===== config.mk =====
export PLATFORM = sky130hd
export DESIGN_NAME = serial_add_ctrl_flat
export DESIGN_NICKNAME = d
export VERILOG_FILES = /design/src/rtl/serial_add_pkg.sv /design/src/rtl/serial_add_ctrl_if.sv /design/src/rtl/full_add.sv /design/src/rtl/serial_add_ctrl.sv /design/src/flat_wrapper.sv
export SDC_FILE = /design/constraint.sdc
export NUM_CORES = 1
export LEC_CHECK = 0
export CAP_MARGIN = 30
export CORE_MARGIN = 4
export CORE_UTILIZATION = 52
export DETAILED_ROUTE_END_ITERATION = 8
export GPL_ROUTABILITY_DRIVEN = 0
export PLACE_DENSITY = 0.79
export SKIP_LAST_GASP = 1
export SYNTH_ARGS = -nofsm -noshare
export SYNTH_HDL_FRONTEND = slang
export SYNTH_SLANG_ARGS = --single-unit
export TNS_END_PERCENT = 5

===== constraint.sdc =====
create_clock -name clk -period 2.1 [get_ports clk]
set_input_delay 0.63 -clock clk [delete_from_list [all_inputs] [get_ports clk]]
set_output_delay 0.63 -clock clk [all_outputs]
set_load 0.01 [all_outputs]

===== src/rtl/serial_add_pkg.sv =====
`default_nettype none
// ============================================================================
// Module   : serial_add_pkg
// Purpose  : Shared types and sizing helpers for the bit-serial adder.
// Revision : 1.0 - initial release
// ============================================================================
package serial_add_pkg;

    typedef enum logic [1:0] {
        IDLE = 2'd0,
        RUN  = 2'd1,
        DONE = 2'd2
    } state_t;

    // One extra bit so the counter can reach WIDTH itself without wrapping.
    function automatic int cnt_width(input int width);
        return $clog2(width) + 1;
    endfunction

endpackage
`default_nettype wire


===== src/rtl/serial_add_ctrl_if.sv =====
`default_nettype none
// ============================================================================
// Module   : serial_add_ctrl_if
// Purpose  : Start/operand request and result bundle of the serial adder.
// Revision : 1.0 - initial release
// ============================================================================
interface serial_add_ctrl_if #(
    parameter int WIDTH = 8
);
    logic             start;
    logic [WIDTH-1:0] a_in;
    logic [WIDTH-1:0] b_in;
    logic             cin_in;
    logic             busy;
    logic             done;
    logic [WIDTH-1:0] sum_out;
    logic             cout_out;

    modport master (
        output start, a_in, b_in, cin_in,
        input  busy, done, sum_out, cout_out
    );

    modport slave (
        input  start, a_in, b_in, cin_in,
        output busy, done, sum_out, cout_out
    );
endinterface
`default_nettype wire


===== src/rtl/full_add.sv =====
`default_nettype none
// ============================================================================
// Module   : full_add
// Purpose  : Single-bit full adder cell.
// Revision : 1.0 - initial release
// ============================================================================
module full_add (
    input  logic a,
    input  logic b,
    input  logic cin,
    output logic sum,
    output logic cout
);
    assign sum  = a ^ b ^ cin;
    assign cout = (a & b) | (cin & (a ^ b));
endmodule
`default_nettype wire


===== src/rtl/serial_add_ctrl.sv =====
`default_nettype none
// ============================================================================
// Module   : serial_add_ctrl
// Purpose  : Bit-serial adder sequencer, LSB first through one full_add cell.
// Revision : 1.0 - initial release
// ============================================================================
module serial_add_ctrl
    import serial_add_pkg::*;
#(
    parameter int WIDTH = 8
) (
    input  logic               clk,
    input  logic               rst,
    serial_add_ctrl_if.slave   bus
);
    localparam int                c_cnt_w    = cnt_width(WIDTH);
    localparam logic [c_cnt_w-1:0] c_cnt_last = c_cnt_w'(WIDTH - 1);

    state_t               r_state;
    state_t               w_state_nxt;
    logic [WIDTH-1:0]     r_a_sh;
    logic [WIDTH-1:0]     r_b_sh;
    logic [WIDTH-1:0]     r_s_sh;
    logic [WIDTH-1:0]     r_sum_out;
    logic                 r_carry;
    logic                 r_cout_out;
    logic [c_cnt_w-1:0]   r_cnt;
    logic [WIDTH-1:0]     w_s_nxt;
    logic                 w_bit_sum;
    logic                 w_bit_cout;
    logic                 w_load;
    logic                 w_run;
    logic                 w_last;
    logic                 w_busy;
    logic                 w_done;

    full_add u_full_add (
        .a    (r_a_sh[0]),
        .b    (r_b_sh[0]),
        .cin  (r_carry),
        .sum  (w_bit_sum),
        .cout (w_bit_cout)
    );

    // New sum bit enters at the MSB; written as a shift so WIDTH=1 needs no special case.
    assign w_s_nxt = (r_s_sh >> 1) | (WIDTH'(w_bit_sum) << (WIDTH - 1));

    always_ff @(posedge clk or posedge rst) begin
        if (rst) begin
            r_state <= IDLE;
        end else begin
            r_state <= w_state_nxt;
        end
    end

    always_comb begin
        w_state_nxt = r_state;
        w_load      = 1'b0;
        w_run       = 1'b0;
        w_last      = 1'b0;
        w_busy      = 1'b0;
        w_done      = 1'b0;
        case (r_state)
            IDLE: begin
                if (bus.start) begin
                    w_load      = 1'b1;
                    w_state_nxt = RUN;
                end
            end
            RUN: begin
                w_busy = 1'b1;
                w_run  = 1'b1;
                if (r_cnt == c_cnt_last) begin
                    w_last      = 1'b1;
                    w_state_nxt = DONE;
                end
            end
            DONE: begin
                w_busy      = 1'b1;
                w_done      = 1'b1;
                w_state_nxt = IDLE;
            end
            default: begin
                w_state_nxt = IDLE;
            end
        endcase
    end

    always_ff @(posedge clk or posedge rst) begin
        if (rst) begin
            r_a_sh     <= '0;
            r_b_sh     <= '0;
            r_s_sh     <= '0;
            r_carry    <= 1'b0;
            r_cnt      <= '0;
            r_sum_out  <= '0;
            r_cout_out <= 1'b0;
        end else if (w_load) begin
            r_a_sh  <= bus.a_in;
            r_b_sh  <= bus.b_in;
            r_carry <= bus.cin_in;
            r_cnt   <= '0;
        end else if (w_run) begin
            r_a_sh  <= r_a_sh >> 1;
            r_b_sh  <= r_b_sh >> 1;
            r_s_sh  <= w_s_nxt;
            r_carry <= w_bit_cout;
            r_cnt   <= r_cnt + c_cnt_w'(1);
            // Result registers take the final bit directly so they are valid in DONE.
            if (w_last) begin
                r_sum_out  <= w_s_nxt;
                r_cout_out <= w_bit_cout;
            end
        end
    end

    assign bus.busy     = w_busy;
    assign bus.done     = w_done;
    assign bus.sum_out  = r_sum_out;
    assign bus.cout_out = r_cout_out;

endmodule
`default_nettype wire


===== src/flat_wrapper.sv =====
// flat-port wrapper written by rule: the top's interface ports become plain ports
module serial_add_ctrl_flat import serial_add_pkg::*;
#(
    parameter int WIDTH = 8
)
  (clk, rst, bus_start, bus_a_in, bus_b_in, bus_cin_in, bus_busy, bus_done, bus_sum_out, bus_cout_out);
  serial_add_ctrl_if #(.WIDTH(WIDTH)) bus_i ();
  input  logic clk;
  input  logic rst;
  input wire logic [$bits(bus_i.start)-1:0] bus_start;
  input wire logic [$bits(bus_i.a_in)-1:0] bus_a_in;
  input wire logic [$bits(bus_i.b_in)-1:0] bus_b_in;
  input wire logic [$bits(bus_i.cin_in)-1:0] bus_cin_in;
  output wire logic [$bits(bus_i.busy)-1:0] bus_busy;
  output wire logic [$bits(bus_i.done)-1:0] bus_done;
  output wire logic [$bits(bus_i.sum_out)-1:0] bus_sum_out;
  output wire logic [$bits(bus_i.cout_out)-1:0] bus_cout_out;
  assign bus_i.start = bus_start;
  assign bus_i.a_in = bus_a_in;
  assign bus_i.b_in = bus_b_in;
  assign bus_i.cin_in = bus_cin_in;
  assign bus_busy = bus_i.busy;
  assign bus_done = bus_i.done;
  assign bus_sum_out = bus_i.sum_out;
  assign bus_cout_out = bus_i.cout_out;
  serial_add_ctrl #(.WIDTH(WIDTH)) u_core (.clk(clk), .rst(rst), .bus(bus_i));
endmodule

==> results of run 1 <==
==> cell type report <==
class,count,area [um2],area share
Multi-Input combinational cell,92,729,0.336
Clock inverter,3,20.0,0.00921
Inverter,3,11.3,0.00518
Tap cell,44,55.1,0.0253
Sequential cell,39,976,0.449
Clock buffer,5,37.5,0.0173
Timing Repair Buffer,34,344,0.158
==> power by group <==
part	switching (mW)	internal, mW	total [mW]
registers	0.188	1.06	1.25
clock network	0.247	0.128	0.375
logic	0.515	0.622	1.14
==> cell usage in the layout, fill, tap and decap left out, types with 4 or more instances in the layout <==
cell type | Yosys | final
o21ai_0 | 18 | 18
ha_1 | 5 | 5
mux2_2 | 17 | 17
dfrtp_1 | 39 | 39
mux2i_1 | 16 | 16
clkbuf_4 | 0 | 5
nand2_1 | 18 | 18
clkdlybuf4s50_1 | 0 | 28
nor2_1 | 4 | 4
==> timing repair <==
item | in CTS | in global routing
gates cloned | 0 | 0
endpoints found under the setup margin | 2 | 1
setup buffers | 1 | 0
resized for setup | 1 | 1
==> sequential cells by signal, indices dropped and copies added (netlist names) <==
signal	cells
u_core.r_state	2
u_core.r_a_sh	8
u_core.r_b_sh	8
u_core.r_cnt	4
u_core.bus.sum_out	8
u_core.r_carry	1
u_core.bus.cout_out	1
u_core.r_s_sh	7
==> cells by family after synthesis <==
family | synth area share
AO/OA/AOI/OAI | 0.0579
XOR/XNOR | 0.0148
adder cells (fa/ha/maj) | 0.0466
buffers and inverters | 0.0381
flip-flops | 0.550
multiplexers | 0.198
AND/OR/NAND/NOR | 0.0939
==> per-stage QoR <==
step / util / setup slack (ns) / area [um2]
after floorplan: - / 0.581 / 1770
after global placement: 0.668 / 0.186 / 2110
after detailed placement: 0.668 / 0.146 / 2110
after CTS: 0.688 / -0.0732 / 2170
after global routing: 0.689 / 0.0322 / 2170
final: 0.689 / 0.0887 / 2170
==> per-layer routing <==
layer | global-route usage | up-vias | routed length (um)
li1 | - | 548 | -
met1 | 0.177 | 542 | 1320
met2 | 0.252 | 30 | 1300
met3 | 0.0459 | 5 | 138
met4 | 0.0609 | 0 | 41
met5 | 0 | - | 0
==> final timing paths <==
path	from	to	slack (ns)	cells after the start
min in group asynchronous	rst	u_core.r_s_sh[4]	0.70	3
worst max-delay path	u_core.r_state[1]	bus_busy	0.09	3
worst min-delay path	u_core.bus.sum_out[7]	u_core.bus.sum_out[7]	0.52	1
max in group asynchronous	rst	u_core.r_b_sh[1]	1.06	3
worst min register to register	u_core.bus.sum_out[7]	u_core.bus.sum_out[7]	0.52	1
worst max register to register	u_core.r_state[0]	u_core.r_state[0]	0.47	5
==> run summary, run 1 <==
Avg Vias per Cell = 5.11
min cycle time layout = 2.01 ns
share of the synthesized area in the top cell type = 0.550
skew final = 0.00744 ns
Inst Count DP = 211
vias = 1125
first-pass GRT wire length = 4950 um
Port Buffer Count = 30
Post-Layout Cell Count = 220
crit path cell chain = inv_1 > ha_1 > dlygate4sd2_1
status = completed
CP Capture Type = output pin
Mapped Nets = 168
Initial Util = 0.562
CP max-delay cell = dfrtp_1
CORE AREA = 0.00315 mm2
Yosys reg bits = 39
leak pwr = 1.02 nW
Final Cycle Share = 0.958
DIE WIDTH = 66.4 um
clk buf depth = 2
clock slew at reported path FFs = 0.12 ns
vias in the first global route = 1131
sum of buffers and inverters on the critical path = 2
H-tree levels = 2
worst slew pin tran = 0.471 ns
total grt overflow = 0
final-stage net count = 201
Die Height = 66.4 um
# hold bufs at CTS = 0
Area Overhead vs Synth = 22.6%
GRT Util Overall = 0.150
Root Driver = clkbuf_4
total power = 2.76 mW
Final Hold Viols = 0
FP Rows = 20
crit-path leading delay family = buffers and inverters
final WL = 2800 um
share of layout cells above drive strength 1 = 0.182
CP max stage delay = 0.40 ns
ant diodes = 0
Required @ worst endpoint = 1.47 ns
worst hold slack = 0.524 ns
fmax = 497 MHz
CP arrival = 1.38 ns
Mapped Cells = 142
endpoints failing setup = 0
CP Max Fanout = 4
element type at the critical path start = flip-flop
Residual DRC = 0
Cell Area, Synth = 0.00177 mm2
initial antenna violation count = 0
ys async rst share = 1.00
pin count of the biggest net entering global routing = 40
Post-synth top flop = dfrtp_1
total CTS buffers = 5
Yosys warning total = 0
synth top area cells = dfrtp_1 55%, mux2_2 11%, mux2i_1 9.0%
crit path kind = reg -> out
drt wl/cell = 12.7 um
Syn Area/Cell = 12.5 um2
HP Class = reg -> reg
Fillers = 274
clk_lat worst skew = 0.34 ns
Post-synth EDFFs = 0
initial drt markers = 27
Die Area = 0.00441 mm2
RSZ-0062 raised after global routing = no
final max-slew violation count = 0
Netlist cell types = 22
most numerous cell in the Yosys netlist = dfrtp_1
Ports = 31
Setup TNS = 0 ns
sequential area share after synthesis = 0.550
PD cells = 1270 mW/mm2
Slew HR = 0.686
max_cap viols = 0
ANT nets after route = 0
drt pass-1 iters = 4
CTS tree = yes
peak supply drop = 0.582 mV
Synth top cells by count = 39 x dfrtp_1, 18 x nand2_1, 18 x o21ai_0, 17 x mux2_2, 16 x mux2i_1
largest area contributor in the netlist = dfrtp_1
Detail Placement HPWL = 1990 um
clk sinks = 39
Note: power is estimated with default switching activity, not from simulation.
==> run 2, diff against run 1 <==
--- a/config.mk
+++ b/config.mk
@@ -10,6 +10,7 @@
 export CORE_UTILIZATION = 52
 export DETAILED_ROUTE_END_ITERATION = 8
 export GPL_ROUTABILITY_DRIVEN = 0
+export HOLD_SLACK_MARGIN = 0.08
 export PLACE_DENSITY = 0.79
 export SKIP_LAST_GASP = 1
 export SYNTH_ARGS = -nofsm -noshare
==> results of run 2 <==
Final layout, timing and power as in run 1 (identical DEF).
==> run 3, diff against run 2 <==
--- a/config.mk
+++ b/config.mk
@@ -8,9 +8,10 @@
 export CAP_MARGIN = 30
 export CORE_MARGIN = 4
 export CORE_UTILIZATION = 52
+export CTS_CLUSTER_DIAMETER = 80
 export DETAILED_ROUTE_END_ITERATION = 8
 export GPL_ROUTABILITY_DRIVEN = 0
-export HOLD_SLACK_MARGIN = 0.08
+export HOLD_SLACK_MARGIN = 0.05
 export PLACE_DENSITY = 0.79
 export SKIP_LAST_GASP = 1
 export SYNTH_ARGS = -nofsm -noshare
==> results of run 3 <==
Final layout, timing and power as in run 1 (identical DEF).
